$ cat config.mk
export PLATFORM = sky130hd
export DESIGN_NAME = scv_video_capture_flat
export DESIGN_NICKNAME = d
export VERILOG_FILES = /design/src/rtl/scv_video_pkg.sv /design/src/rtl/scv_video_capture_if.sv /design/src/rtl/scv_sync_edge.sv /design/src/rtl/scv_video_capture.sv /design/src/flat_wrapper.sv
export SDC_FILE = /design/constraint.sdc
export NUM_CORES = 1
export LEC_CHECK = 0
export CAP_MARGIN = 30
export CORE_MARGIN = 10
export CORE_UTILIZATION = 23
export DETAILED_ROUTE_END_ITERATION = 16
export GPL_TIMING_DRIVEN = 0
export PLACE_DENSITY_LB_ADDON = 0.3
export REMOVE_ABC_BUFFERS = 1
export SLEW_MARGIN = 20
export SYNTH_ARGS = -nofsm -noshare
export SYNTH_HDL_FRONTEND = slang
export SYNTH_HIERARCHICAL = 1
export SYNTH_SLANG_ARGS = --single-unit
$ cat constraint.sdc
create_clock -name clk -period 3 [get_ports clk]
set_input_delay 0.45 -clock clk [delete_from_list [all_inputs] [get_ports clk]]
set_output_delay 0.45 -clock clk [all_outputs]
set_load 0.02 [all_outputs]
$ cat src/rtl/scv_video_pkg.sv
// Shared types and constants for the epochtv1 single-frame video capture sink.
package scv_video_pkg;

   typedef enum logic [2:0] {
      StIdle,
      StWaitVs,
      StWaitVsLow,
      StCapture,
      StDone
   } cap_state_e;

   localparam int unsigned ErrWidthIdx = 0;
   localparam int unsigned ErrXOvfIdx  = 1;
   localparam int unsigned ErrYOvfIdx  = 2;

   typedef struct packed {
      logic [7:0] r;
      logic [7:0] g;
      logic [7:0] b;
   } rgb_t;

endpackage

$ cat src/rtl/scv_video_capture_if.sv
// Pixel stream in, framebuffer write port out. The master drives the stream, the slave captures.
interface scv_video_capture_if #(
   parameter int unsigned XW = 8,
   parameter int unsigned YW = 8
) ();
   import scv_video_pkg::*;

   logic             ce;
   logic             de;
   logic             hs;
   logic             vs;
   rgb_t             rgb;
   logic [XW+YW-1:0] fb_a;
   rgb_t             fb_d;
   logic             fb_we;

   modport master (
      output ce, de, hs, vs, rgb,
      input  fb_a, fb_d, fb_we
   );

   modport slave (
      input  ce, de, hs, vs, rgb,
      output fb_a, fb_d, fb_we
   );

endinterface

$ cat src/rtl/scv_sync_edge.sv
// Edge detector for one stream signal; history advances only on pixel clock-enable cycles.
module scv_sync_edge (
   input  logic clk,
   input  logic rst,
   input  logic ce_i,
   input  logic d_i,
   output logic rise_o,
   output logic fall_o
);

   logic prev_q;

   always_ff @(posedge clk) begin
      if (rst) begin
         prev_q <= 1'b0;
      end else if (ce_i) begin
         prev_q <= d_i;
      end
   end

   assign rise_o = ce_i & d_i & ~prev_q;
   assign fall_o = ce_i & ~d_i & prev_q;

endmodule

$ cat src/rtl/scv_video_capture.sv
// Captures one full video frame into an external {y,x}-addressed framebuffer and
// reports the measured active geometry plus sticky stream errors.
module scv_video_capture
   import scv_video_pkg::*;
#(
   parameter int unsigned XW = 8,
   parameter int unsigned YW = 8
) (
   input  logic                clk,
   input  logic                rst,
   scv_video_capture_if.slave  vid,
   input  logic                arm_i,
   output logic                busy_o,
   output logic                done_o,
   output logic [XW:0]         width_o,
   output logic [YW:0]         height_o,
   output logic [9:0]          hlines_o,
   output logic [2:0]          err_o
);

   localparam logic [XW:0] XMax   = {1'b1, {XW{1'b0}}};
   localparam logic [YW:0] YMax   = {1'b1, {YW{1'b0}}};
   localparam logic [9:0]  HlMax  = 10'h3ff;

   cap_state_e  state_q;
   logic [XW:0] x_q;
   logic [YW:0] y_q;
   logic        de_rise, de_fall, hs_rise, hs_fall, vs_rise, vs_fall;
   logic        unused_edges;

   assign unused_edges = de_rise ^ hs_fall ^ vs_fall;

   scv_sync_edge u_de_edge (
      .clk   (clk),
      .rst   (rst),
      .ce_i  (vid.ce),
      .d_i   (vid.de),
      .rise_o(de_rise),
      .fall_o(de_fall)
   );

   scv_sync_edge u_hs_edge (
      .clk   (clk),
      .rst   (rst),
      .ce_i  (vid.ce),
      .d_i   (vid.hs),
      .rise_o(hs_rise),
      .fall_o(hs_fall)
   );

   scv_sync_edge u_vs_edge (
      .clk   (clk),
      .rst   (rst),
      .ce_i  (vid.ce),
      .d_i   (vid.vs),
      .rise_o(vs_rise),
      .fall_o(vs_fall)
   );

   always_ff @(posedge clk) begin
      if (rst) begin
         state_q   <= StIdle;
         x_q       <= '0;
         y_q       <= '0;
         busy_o    <= 1'b0;
         done_o    <= 1'b0;
         width_o   <= '0;
         height_o  <= '0;
         hlines_o  <= '0;
         err_o     <= '0;
         vid.fb_a  <= '0;
         vid.fb_d  <= '0;
         vid.fb_we <= 1'b0;
      end else begin
         vid.fb_we <= 1'b0;
         case (state_q)
            StIdle, StDone: begin
               if (arm_i) begin
                  state_q  <= StWaitVs;
                  busy_o   <= 1'b1;
                  done_o   <= 1'b0;
                  width_o  <= '0;
                  height_o <= '0;
                  hlines_o <= '0;
                  err_o    <= '0;
                  x_q      <= '0;
                  y_q      <= '0;
               end
            end
            StWaitVs: begin
               if (vs_rise) state_q <= StWaitVsLow;
            end
            StWaitVsLow: begin
               if (vid.ce && !vid.vs) state_q <= StCapture;
            end
            StCapture: begin
               // A pixel coinciding with the closing VS edge belongs to no frame.
               if (vid.ce && vid.de && !vs_rise) begin
                  if (x_q >= XMax) err_o[ErrXOvfIdx] <= 1'b1;
                  if (y_q >= YMax) err_o[ErrYOvfIdx] <= 1'b1;
                  if (x_q < XMax && y_q < YMax) begin
                     vid.fb_a  <= {y_q[YW-1:0], x_q[XW-1:0]};
                     vid.fb_d  <= vid.rgb;
                     vid.fb_we <= 1'b1;
                  end
                  if (x_q < XMax) x_q <= x_q + 1'b1;
               end
               if (de_fall) begin
                  if (y_q == '0) begin
                     width_o <= x_q;
                  end else if (x_q != width_o) begin
                     err_o[ErrWidthIdx] <= 1'b1;
                  end
                  x_q <= '0;
                  if (y_q < YMax) begin
                     y_q      <= y_q + 1'b1;
                     height_o <= y_q + 1'b1;
                  end
               end
               if (hs_rise && hlines_o != HlMax) hlines_o <= hlines_o + 1'b1;
               if (vs_rise) begin
                  state_q <= StDone;
                  busy_o  <= 1'b0;
                  done_o  <= 1'b1;
               end
            end
            default: state_q <= StIdle;
         endcase
      end
   end

endmodule

$ cat src/flat_wrapper.sv
// flat-port wrapper written by rule: the top's interface ports become plain ports
module scv_video_capture_flat import scv_video_pkg::*;
#(
   parameter int unsigned XW = 8,
   parameter int unsigned YW = 8
)
  (clk, rst, arm_i, busy_o, done_o, width_o, height_o, hlines_o, err_o, vid_ce, vid_de, vid_hs, vid_vs, vid_rgb, vid_fb_a, vid_fb_d, vid_fb_we);
  scv_video_capture_if #(.XW(XW), .YW(YW)) vid_i ();
  input  logic clk;
  input  logic rst;
  input  logic arm_i;
  output logic busy_o;
  output logic done_o;
  output logic [XW:0] width_o;
  output logic [YW:0] height_o;
  output logic [9:0] hlines_o;
  output logic [2:0] err_o;
  input wire logic [$bits(vid_i.ce)-1:0] vid_ce;
  input wire logic [$bits(vid_i.de)-1:0] vid_de;
  input wire logic [$bits(vid_i.hs)-1:0] vid_hs;
  input wire logic [$bits(vid_i.vs)-1:0] vid_vs;
  input wire logic [$bits(vid_i.rgb)-1:0] vid_rgb;
  output wire logic [$bits(vid_i.fb_a)-1:0] vid_fb_a;
  output wire logic [$bits(vid_i.fb_d)-1:0] vid_fb_d;
  output wire logic [$bits(vid_i.fb_we)-1:0] vid_fb_we;
  assign vid_i.ce = vid_ce;
  assign vid_i.de = vid_de;
  assign vid_i.hs = vid_hs;
  assign vid_i.vs = vid_vs;
  assign vid_i.rgb = vid_rgb;
  assign vid_fb_a = vid_i.fb_a;
  assign vid_fb_d = vid_i.fb_d;
  assign vid_fb_we = vid_i.fb_we;
  scv_video_capture #(.XW(XW), .YW(YW)) u_core (.clk(clk), .rst(rst), .vid(vid_i), .arm_i(arm_i), .busy_o(busy_o), .done_o(done_o), .width_o(width_o), .height_o(height_o), .hlines_o(hlines_o), .err_o(err_o));
endmodule
==> impl_metrics.json <==
{
  "status": "complete, no violations",
  "nNetsFinal": 581,
  "die_area_um2": 21800,
  "path_clk_slew_ns": 0.07,
  "finalSetupViolations": 0,
  "grt_pass1_vias": 3481,
  "vias": 3496,
  "design_area_um2": 5280,
  "worst_pin_slew_ns": 0.763,
  "ioPinCount": 105,
  "slew_violations": 0,
  "grt_overflow_total": 0,
  "initialDrtViolationCount": 235,
  "cts_buffer_depth": 2,
  "postCtsSetupRepairBufs": 0,
  "critPathLaunchType": "input port",
  "cts_tree": "done",
  "ctsResizeCount": 0,
  "cts_num_sinks": 89,
  "layout-drive-gt1-share": 0.0599,
  "clk_latency_ns": 0.35,
  "gp_congestion": 0.780,
  "portBuffers": 104,
  "fp.dieW_um": 148,
  "slew_headroom": 0.492,
  "synthCells": 455,
  "crit_type": "in -> reg",
  "fin_hold_ws_ns": 0.454,
  "initial_core_util": 0.235,
  "antenna_found_initial": 0,
  "syn_area_per_cell_um2": 8.22,
  "peakVddDrop_uv": 235,
  "critPathArrivalTime_ns": 2.90,
  "syn_area_um2": 3740,
  "grt_pass1_wl_mm": 18.0,
  "crit_fanout": 41,
  "powerDensity_nw_per_um2": 473,
  "post-dp-hpwl_mm": 7.92,
  "grt_max_degree": 68,
  "drt_pass1_iterations": 4,
  "wl_per_cell_um": 14.3,
  "diodes": 0,
  "core-area_um2": 15900,
  "worstPathRequired_ns": 3.27,
  "cts_made_buffers": 9,
  "dpl_cell_area_um2": 4960,
  "cts-root-buf": "clkbuf_16",
  "hold_viol": 0,
  "area_growth_pct": 41.1,
  "hp-class": "reg -> reg",
  "p_leak_nw": 1.73,
  "timing.final.crit_share": 0.875,
  "htreeDepth": 3,
  "grt.total_usage": 0.101,
  "rsz0062_at_grt": "no",
  "fin_crit_ns": 2.62,
  "skew_ns": 0.00829,
  "fmax_mhz": 381,
  "yosys_warnings": 6,
  "cp-end-kind": "register",
  "row_count": 46,
  "drc": 0,
  "holdBufCountCts": 0,
  "cap_violations": 0,
  "die_y_um": 148,
  "finalWirelength_mm": 10.9,
  "ant_nets": 0,
  "routed_via_density": 4.56
}
-- through the flow --
stage                     setup TNS (ns)  setup WS (ns)  std cells   util  total power, mW
after floorplan                   -10.70         -0.268        428      -             1.27
after global placement           -121.97          -2.73        748  0.311             1.34
after detailed placement               0       0.000546        751  0.312             1.34
after CTS                              0          0.370        767  0.332             2.54
after global routing                   0          0.106        767  0.332             2.59
final                                  0          0.376        767  0.332             2.49
-- power by group --
group | switching (mW) | internal [mW]
Combinational | 0.0638 | 0.0545
Clock | 0.498 | 0.680
Sequential | 0.00873 | 1.19
Total | 0.571 | 1.92
-- final timing paths --
check	from	endpoint	slack [ns]	cells after the start
hold / removal	u_core/vid.fb_d[3]$_SDFFE_PP0P_	u_core/vid.fb_d[3]$_SDFFE_PP0P_	0.45	2
hold reg to reg	u_core/vid.fb_d[3]$_SDFFE_PP0P_	u_core/vid.fb_d[3]$_SDFFE_PP0P_	0.45	2
setup reg to reg	u_core/y_q[0]$_SDFFE_PP0P_	u_core/width_o[0]$_SDFFE_PP0P_	0.87	6
setup / recovery	vid_ce	u_core/vid.fb_d[4]$_SDFFE_PP0P_	0.38	7
-- cell type report --
| class | instances | area, um2 |
|---|---|---|
| Clock buffer | 10 | 239 |
| Clock inverter | 6 | 73.8 |
| Fill cell | 1687 | 10600 |
| Inverter | 6 | 22.5 |
| Multi-Input combinational cell | 333 | 1830 |
| Sequential cell | 89 | 1780 |
| Tap cell | 216 | 270 |
| Timing Repair Buffer | 107 | 1060 |
-- layout by cell type, fill, tap and decap left out, types with 6 or more instances in the layout --
cell type	count
nand2_1	112
clkdlybuf4s50_1	103
dfxtp_1	89
a21oi_1	74
nor2_1	16
nand3_1	16
or3_1	13
o21ai_0	12
clkbuf_16	9
xor2_1	8
nor3_1	7
inv_1	6
nand4_1	6
-- critical path, stage by stage --
cell and delay [ns]:
clkdlybuf4s50_1 0.67, nand2_1 0.14, nor2_1 0.36, nand4bb_1 0.29
or3_2 0.67, nand2_1 0.13, a21oi_1 0.17
-- routing by layer --
metal | part of all wire | GRT usage | up-vias
met3 | 0.056 | 0.0339 | 17
met2 | 0.44 | 0.156 | 110
li1 | - | - | 1770
met5 | 0 | 0 | -
met1 | 0.49 | 0.127 | 1599
met4 | 0.013 | 0.0382 | 0
-- state kept, by name (all words and copies together) (netlist names) --
name / flops
u_core/u_de_edge/prev_q: 1
u_core/u_vs_edge/prev_q: 1
u_core/y_q: 9
u_core/vid.fb_we: 1
u_core/u_hs_edge/prev_q: 1
u_core/vid.fb_d: 24
u_core/busy_o: 1
u_core/x_q: 9
u_core/width_o: 9
u_core/done_o: 1
u_core/state_q: 3
u_core/err_o: 3
u_core/vid.fb_a: 16
u_core/hlines_o: 10
Power figures use the tool's default switching activity.
